===== config.mk =====
export PLATFORM = sky130hd
export DESIGN_NAME = orientation_stabilizer_flat
export DESIGN_NICKNAME = d
export VERILOG_FILES = /design/src/rtl/orientation_pkg.sv /design/src/rtl/orientation_stabilizer_if.sv /design/src/rtl/orientation_led_map.sv /design/src/rtl/orientation_stabilizer.sv /design/src/flat_wrapper.sv
export SDC_FILE = /design/constraint.sdc
export NUM_CORES = 1
export LEC_CHECK = 0
export BUFFER_PORTS_ARGS = -buffer_cell sky130_fd_sc_hd__buf_2
export CORE_UTILIZATION = 47
export DETAILED_ROUTE_END_ITERATION = 16
export MAX_ROUTING_LAYER = met4
export PLACE_DENSITY = 0.7
export SLEW_MARGIN = 20
export SYNTH_ARGS = -nofsm -noshare
export SYNTH_HDL_FRONTEND = slang
export SYNTH_SLANG_ARGS = --single-unit

===== constraint.sdc =====
create_clock -name clk -period 3.85 [get_ports clk]
set_input_delay 0.5775 -clock clk [delete_from_list [all_inputs] [get_ports clk]]
set_output_delay 0.5775 -clock clk [all_outputs]
set_load 0.005 [all_outputs]

===== src/rtl/orientation_pkg.sv =====
// Shared orientation definitions: code constants, stabilizer FSM encoding,
// and the idle (neutral) LED pattern for the 3x3 attitude display.
package orientation_pkg;

    // Orientation codes as produced by the orientation encoder
    localparam logic [3:0] ORI_NEUTRAL    = 4'd0;
    localparam logic [3:0] ORI_UP         = 4'd1;
    localparam logic [3:0] ORI_UP_RIGHT   = 4'd2;
    localparam logic [3:0] ORI_RIGHT      = 4'd3;
    localparam logic [3:0] ORI_DOWN_RIGHT = 4'd4;
    localparam logic [3:0] ORI_DOWN       = 4'd5;
    localparam logic [3:0] ORI_DOWN_LEFT  = 4'd6;
    localparam logic [3:0] ORI_LEFT       = 4'd7;
    localparam logic [3:0] ORI_UP_LEFT    = 4'd8;
    localparam logic [3:0] ORI_MAX        = 4'd8;

    // Stabilizer FSM: STABLE holds the committed code, PENDING counts a candidate
    typedef enum logic {
        STABLE  = 1'b0,
        PENDING = 1'b1
    } state_t;

    // Centre LED lit, i.e. the neutral orientation
    localparam logic [8:0] LED_CENTER = 9'b000010000;

endpackage


===== src/rtl/orientation_stabilizer_if.sv =====
// Sample stream in, debounced orientation and status out.
// sample_valid is a one-cycle strobe with no back-pressure: the stabilizer
// accepts orientation_in on every rising edge where sample_valid is high,
// so the producer may strobe every cycle. All slave outputs are registered.
interface orientation_stabilizer_if;
    logic       sample_valid;
    logic [3:0] orientation_in;
    logic [3:0] orientation_out;
    logic       changed;
    logic [8:0] led_grid;
    logic       pending;
    logic       code_err;

    // Encoder side: drives samples, observes the debounced result
    modport master (
        output sample_valid, orientation_in,
        input  orientation_out, changed, led_grid, pending, code_err
    );

    // Stabilizer side
    modport slave (
        input  sample_valid, orientation_in,
        output orientation_out, changed, led_grid, pending, code_err
    );
endinterface


===== src/rtl/orientation_led_map.sv =====
// Pure combinational lookup from orientation code to one-hot 3x3 LED grid.
// Grid is row-major with bit0 at top-left; illegal codes show the centre.
module orientation_led_map
    import orientation_pkg::*;
(
    input  logic [3:0] code,
    output logic [8:0] led
);

    // Map each direction onto its compass position around the centre LED
    always_comb begin
        led = LED_CENTER;
        case (code)
            ORI_UP_LEFT:    led = 9'b000000001;
            ORI_UP:         led = 9'b000000010;
            ORI_UP_RIGHT:   led = 9'b000000100;
            ORI_LEFT:       led = 9'b000001000;
            ORI_NEUTRAL:    led = 9'b000010000;
            ORI_RIGHT:      led = 9'b000100000;
            ORI_DOWN_LEFT:  led = 9'b001000000;
            ORI_DOWN:       led = 9'b010000000;
            ORI_DOWN_RIGHT: led = 9'b100000000;
            default:        led = LED_CENTER;
        endcase
    end

endmodule


===== src/rtl/orientation_stabilizer.sv =====
// Debounces the orientation code: a new code is committed only after it has
// been seen on STABLE_COUNT consecutive accepted samples. Illegal codes are
// flagged in a sticky error bit and otherwise ignored. The FSM state is
// visible on the pending output.
module orientation_stabilizer
    import orientation_pkg::*;
#(
    parameter int STABLE_COUNT = 4
) (
    input  logic                      clk,
    input  logic                      rst_n,
    orientation_stabilizer_if.slave   bus
);

    localparam int                CNT_W      = $clog2(STABLE_COUNT + 1);
    localparam logic [CNT_W-1:0]  CNT_ONE    = CNT_W'(1);
    localparam logic [CNT_W-1:0]  CNT_TARGET = CNT_W'(STABLE_COUNT);

    generate
        if (STABLE_COUNT < 1 || STABLE_COUNT > 255) begin : g_bad_count
            $error("orientation_stabilizer: STABLE_COUNT must be 1..255");
        end
    endgenerate

    state_t            state_q, state_d;
    logic [3:0]        cand_q, cand_d;
    logic [CNT_W-1:0]  cnt_q, cnt_d;
    logic [3:0]        out_q, out_d;
    logic [8:0]        led_q, led_d;
    logic              chg_q, chg_d;
    logic              err_q, err_d;

    logic              code_legal;
    logic              accept;
    logic              commit;
    logic [3:0]        commit_code;
    logic [8:0]        commit_led;

    assign code_legal = (bus.orientation_in <= ORI_MAX);
    assign accept     = bus.sample_valid && code_legal;

    orientation_led_map u_led_map (
        .code (commit_code),
        .led  (commit_led)
    );

    // State and output registers; reset discards any partial run
    always_ff @(posedge clk or negedge rst_n) begin
        if (!rst_n) begin
            state_q <= STABLE;
            cand_q  <= ORI_NEUTRAL;
            cnt_q   <= '0;
            out_q   <= ORI_NEUTRAL;
            led_q   <= LED_CENTER;
            chg_q   <= 1'b0;
            err_q   <= 1'b0;
        end else begin
            state_q <= state_d;
            cand_q  <= cand_d;
            cnt_q   <= cnt_d;
            out_q   <= out_d;
            led_q   <= led_d;
            chg_q   <= chg_d;
            err_q   <= err_d;
        end
    end

    // Next-state: track the candidate run and decide when to commit
    always_comb begin
        state_d     = state_q;
        cand_d      = cand_q;
        cnt_d       = cnt_q;
        commit      = 1'b0;
        commit_code = cand_q;
        if (accept) begin
            case (state_q)
                STABLE: begin
                    if (bus.orientation_in != out_q) begin
                        cand_d = bus.orientation_in;
                        if (STABLE_COUNT == 1) begin
                            // A single sample is already a full run
                            commit      = 1'b1;
                            commit_code = bus.orientation_in;
                        end else begin
                            cnt_d   = CNT_ONE;
                            state_d = PENDING;
                        end
                    end
                end
                PENDING: begin
                    if (bus.orientation_in == cand_q) begin
                        if (cnt_q + CNT_ONE == CNT_TARGET) begin
                            commit  = 1'b1;
                            cnt_d   = '0;
                            state_d = STABLE;
                        end else begin
                            cnt_d = cnt_q + CNT_ONE;
                        end
                    end else if (bus.orientation_in == out_q) begin
                        // Jitter returned to the committed code: drop the run
                        cnt_d   = '0;
                        state_d = STABLE;
                    end else begin
                        cand_d = bus.orientation_in;
                        cnt_d  = CNT_ONE;
                    end
                end
                default: begin
                    state_d = STABLE;
                    cnt_d   = '0;
                end
            endcase
        end
    end

    // Output next values: commit updates code and LEDs, pulses changed
    always_comb begin
        out_d = out_q;
        led_d = led_q;
        chg_d = 1'b0;
        err_d = err_q | (bus.sample_valid && !code_legal);
        if (commit) begin
            out_d = commit_code;
            led_d = commit_led;
            chg_d = 1'b1;
        end
    end

    assign bus.orientation_out = out_q;
    assign bus.led_grid        = led_q;
    assign bus.changed         = chg_q;
    assign bus.pending         = (state_q == PENDING);
    assign bus.code_err        = err_q;

endmodule


===== src/flat_wrapper.sv =====
// flat-port wrapper written by rule: the top's interface ports become plain ports
module orientation_stabilizer_flat import orientation_pkg::*;
#(
    parameter int STABLE_COUNT = 4
)
  (clk, rst_n, bus_sample_valid, bus_orientation_in, bus_orientation_out, bus_changed, bus_led_grid, bus_pending, bus_code_err);
  orientation_stabilizer_if bus_i ();
  input  logic clk;
  input  logic rst_n;
  input wire logic [$bits(bus_i.sample_valid)-1:0] bus_sample_valid;
  input wire logic [$bits(bus_i.orientation_in)-1:0] bus_orientation_in;
  output wire logic [$bits(bus_i.orientation_out)-1:0] bus_orientation_out;
  output wire logic [$bits(bus_i.changed)-1:0] bus_changed;
  output wire logic [$bits(bus_i.led_grid)-1:0] bus_led_grid;
  output wire logic [$bits(bus_i.pending)-1:0] bus_pending;
  output wire logic [$bits(bus_i.code_err)-1:0] bus_code_err;
  assign bus_i.sample_valid = bus_sample_valid;
  assign bus_i.orientation_in = bus_orientation_in;
  assign bus_orientation_out = bus_i.orientation_out;
  assign bus_changed = bus_i.changed;
  assign bus_led_grid = bus_i.led_grid;
  assign bus_pending = bus_i.pending;
  assign bus_code_err = bus_i.code_err;
  orientation_stabilizer #(.STABLE_COUNT(STABLE_COUNT)) u_core (.clk(clk), .rst_n(rst_n), .bus(bus_i));
endmodule

==> results.json <==
{
  "outcome": "complete, no violations",
  "top_usage_layer": "met2",
  "synth_cells": 101,
  "ios": 23,
  "leakage_nw": 0.642,
  "crit_arrival_ns": 2.58,
  "synth_top_family_by_area": "multiplexers",
  "synth_top_cells_by_count": "dfrtp_1, mux2_2, mux2_4",
  "worstPathMaxFanout": 14,
  "synth_cell_types": 37,
  "cts_buffers": 3,
  "rsz0062_at_grt": "false",
  "grt.total_usage": 0.187,
  "synthesis.nets": 110,
  "critPathCaptureType": "register",
  "syn_avg_cell_area_sq_um": 12.3,
  "area_growth_pct": 9.29,
  "worstHoldPathType": "input pin to asynchronous set/reset pin",
  "initial_utilization": 0.500,
  "h-tree-depth": 1,
  "synth.mux.area_fraction": 0.174,
  "power.share.clock": 0.229,
  "combPwrFrac": 0.187,
  "cts_max_path_buffers": 2,
  "num-nets-final": 131,
  "hpwl_um": 1650,
  "powerDensity_mw_per_mm2": 362,
  "cts_hold_buf": 0,
  "critical_path_required_ns": 4.06,
  "drtIter0Drc": 17,
  "met1_usage": 0.238,
  "first_global_vias": 814,
  "synth_compound_area_frac": 0.0646,
  "dr.pass1.iters": 5,
  "fp.coreArea_sq_mm": 0.00248,
  "die_w_um": 53.3,
  "total_power_uw": 490,
  "core.rowCount": 18,
  "ys_warn_count": 0,
  "postCtsSetupBuffers": 0,
  "async_flop_share": 1.00,
  "cp-start-kind": "register",
  "critical_path_class": "register to register",
  "fin_crit_sh": 0.616,
  "clock_latency_ns": 0.31,
  "multi_input_area_sq_um": 591,
  "fin_cells": 151,
  "dieHeight_um": 53.3,
  "setup_ws_ns": 1.48,
  "irDropWorstVdd_uv": 212,
  "pwr-share-seq": 0.584,
  "synth_area_leader_cell": "dfrtp_1",
  "relSlewSlack": 0.476,
  "fmax_mhz": 422,
  "tightest_slew_ns": 0.783,
  "drive_gt1_frac": 0.380,
  "wl_per_cell_um": 14.7,
  "grt_overflow": 0,
  "grt_util_met2": 0.300,
  "cts_tree": "built",
  "synth_ff_type": "dfrtp_1",
  "grt_max_degree": 24,
  "cts-root-buf": "clkbuf_4",
  "num_antenna_cells": 0,
  "hold_violations": 0,
  "clkTransAtPathRegs_ns": 0.13,
  "synthAdderAreaFrac": 0.0202,
  "routed_wl_um": 2220,
  "yosys_register_bits": 23,
  "drc": 0,
  "pre_cts_slack_ns": 1.27,
  "antenna_left": 0,
  "synthMostInstantiatedCell": "dfrtp_1",
  "cell_internal_pwr_uw": 337,
  "finalSetupTns_ns": 0,
  "whs_ns": 0.216,
  "grt_pass1_wl_um": 3680,
  "maxSlewViolCount": 0,
  "power.switching_uw": 153,
  "final.setup_skew_ns": 0.00299,
  "setup_viol": 0,
  "fillers": 230,
  "gp_congestion": 0.759,
  "avgViaCountPerCell": 5.36,
  "regToRegSetupSlack_ns": 1.48,
  "port_buffers": 22,
  "final.min_clock_period_ns": 2.37,
  "synth_edf_count": 0,
  "cts_resized": 0,
  "swShare": 0.312,
  "netlist_area_sq_mm": 0.00124,
  "synth-xor-area-share": 0.0636,
  "dr_total_vias": 810,
  "synth_top_cell_area_share": 0.444,
  "cts_sinks": 23,
  "grt_antenna_before_repair": 0,
  "netlist_top_cells_area": "dfrtp_1, mux2_4, mux2_2",
  "yosys.area_share.simple": 0.155,
  "seq_area_frac_synth": 0.466,
  "drv_cap": 0,
  "ff_latch_area_sq_um": 577,
  "die-area_sq_mm": 0.00284,
  "met3_usage": 0.0287,
  "place_inst": 147
}
## metrics by stage
stage / util / cell area (sq um)
6_report: 0.546 / 1350
5_1_grt: 0.546 / 1350
4_1_cts: 0.546 / 1350
3_5_place_dp: 0.535 / 1330
3_3_place_gp: 0.535 / 1330
2_1_floorplan: - / 1240
## kinds of logic after synthesis
logic type	count (synthesis)
muxes	17
buffers and inverters	9
adders and majority gates	2
DFF	23
and+or+nand+nor	30
AOI/OAI and AO/OA	11
xor gates and xnor gates	9
## power groups by stage
| stage | combinational, mW | clock (mW) | sequential [mW] |
|---|---|---|---|
| finish | 0.0914 | 0.112 | 0.286 |
| global route | 0.102 | 0.125 | 0.290 |
| CTS | 0.0928 | 0.115 | 0.286 |
| detailed placement | 0.0924 | 0 | 0.290 |
| global placement | 0.0888 | 0 | 0.289 |
| floorplan | 0.0994 | 0 | 0.267 |
## path summary, 6_finish.rpt
check                                               to                start  depth (start not counted)
worst max-delay path            u_core.bus.led_grid[1]     u_core.cand_q[0]                          5
worst min-delay path                   u_core.cnt_q[0]                rst_n                          1
worst max register to register  u_core.bus.led_grid[1]     u_core.cand_q[0]                          5
worst min register to register     u_core.bus.code_err  u_core.bus.code_err                          1
max in group asynchronous       u_core.bus.led_grid[4]                rst_n                          1
min in group clk                   u_core.bus.code_err  u_core.bus.code_err                          1
## registers in the layout, summed over array words and instances (netlist names)
| register | flops |
|---|---|
| u_core.bus.pending | 1 |
| u_core.bus.code_err | 1 |
| u_core.cnt_q | 3 |
| u_core.bus.orientation_out | 4 |
| u_core.bus.led_grid | 9 |
| u_core.cand_q | 4 |
| u_core.bus.changed | 1 |
## worst max-delay path: stages (launching register included)
cell and delay [ns]:
dfrtp_1 0.50, xor2_1 0.23, nor4_4 0.33, nand2_2 0.17, nor3_4 0.63, mux2_2 0.41
## per-layer routing
layer / up-vias / share of wire
li1: 390 / -
met1: 396 / 0.45
met3: 4 / 0.044
met2: 20 / 0.49
met4: 0 / 0.0085
met5: - / 0
## cell type report
cell class | count | area share
clock buffer | 3 | 0.0166
clock inverter | 1 | 0.00370
inverter | 3 | 0.00832
multi-input combinational | 69 | 0.436
sequential | 23 | 0.426
tap | 30 | 0.0277
timing repair buffer | 22 | 0.0813
## cells in the final DEF, fill, tap and decap left out, types with 4 or more instances in the layout
cell | synthesis | routed
nor3_1 | 6 | 6
dfrtp_1 | 22 | 22
mux2_4 | 7 | 7
xnor2_1 | 4 | 4
nand2_1 | 4 | 4
mux2_2 | 8 | 8
buf_2 | 2 | 22
nor2_1 | 5 | 5
xor2_1 | 5 | 5
(Power assumes the default switching activity.)
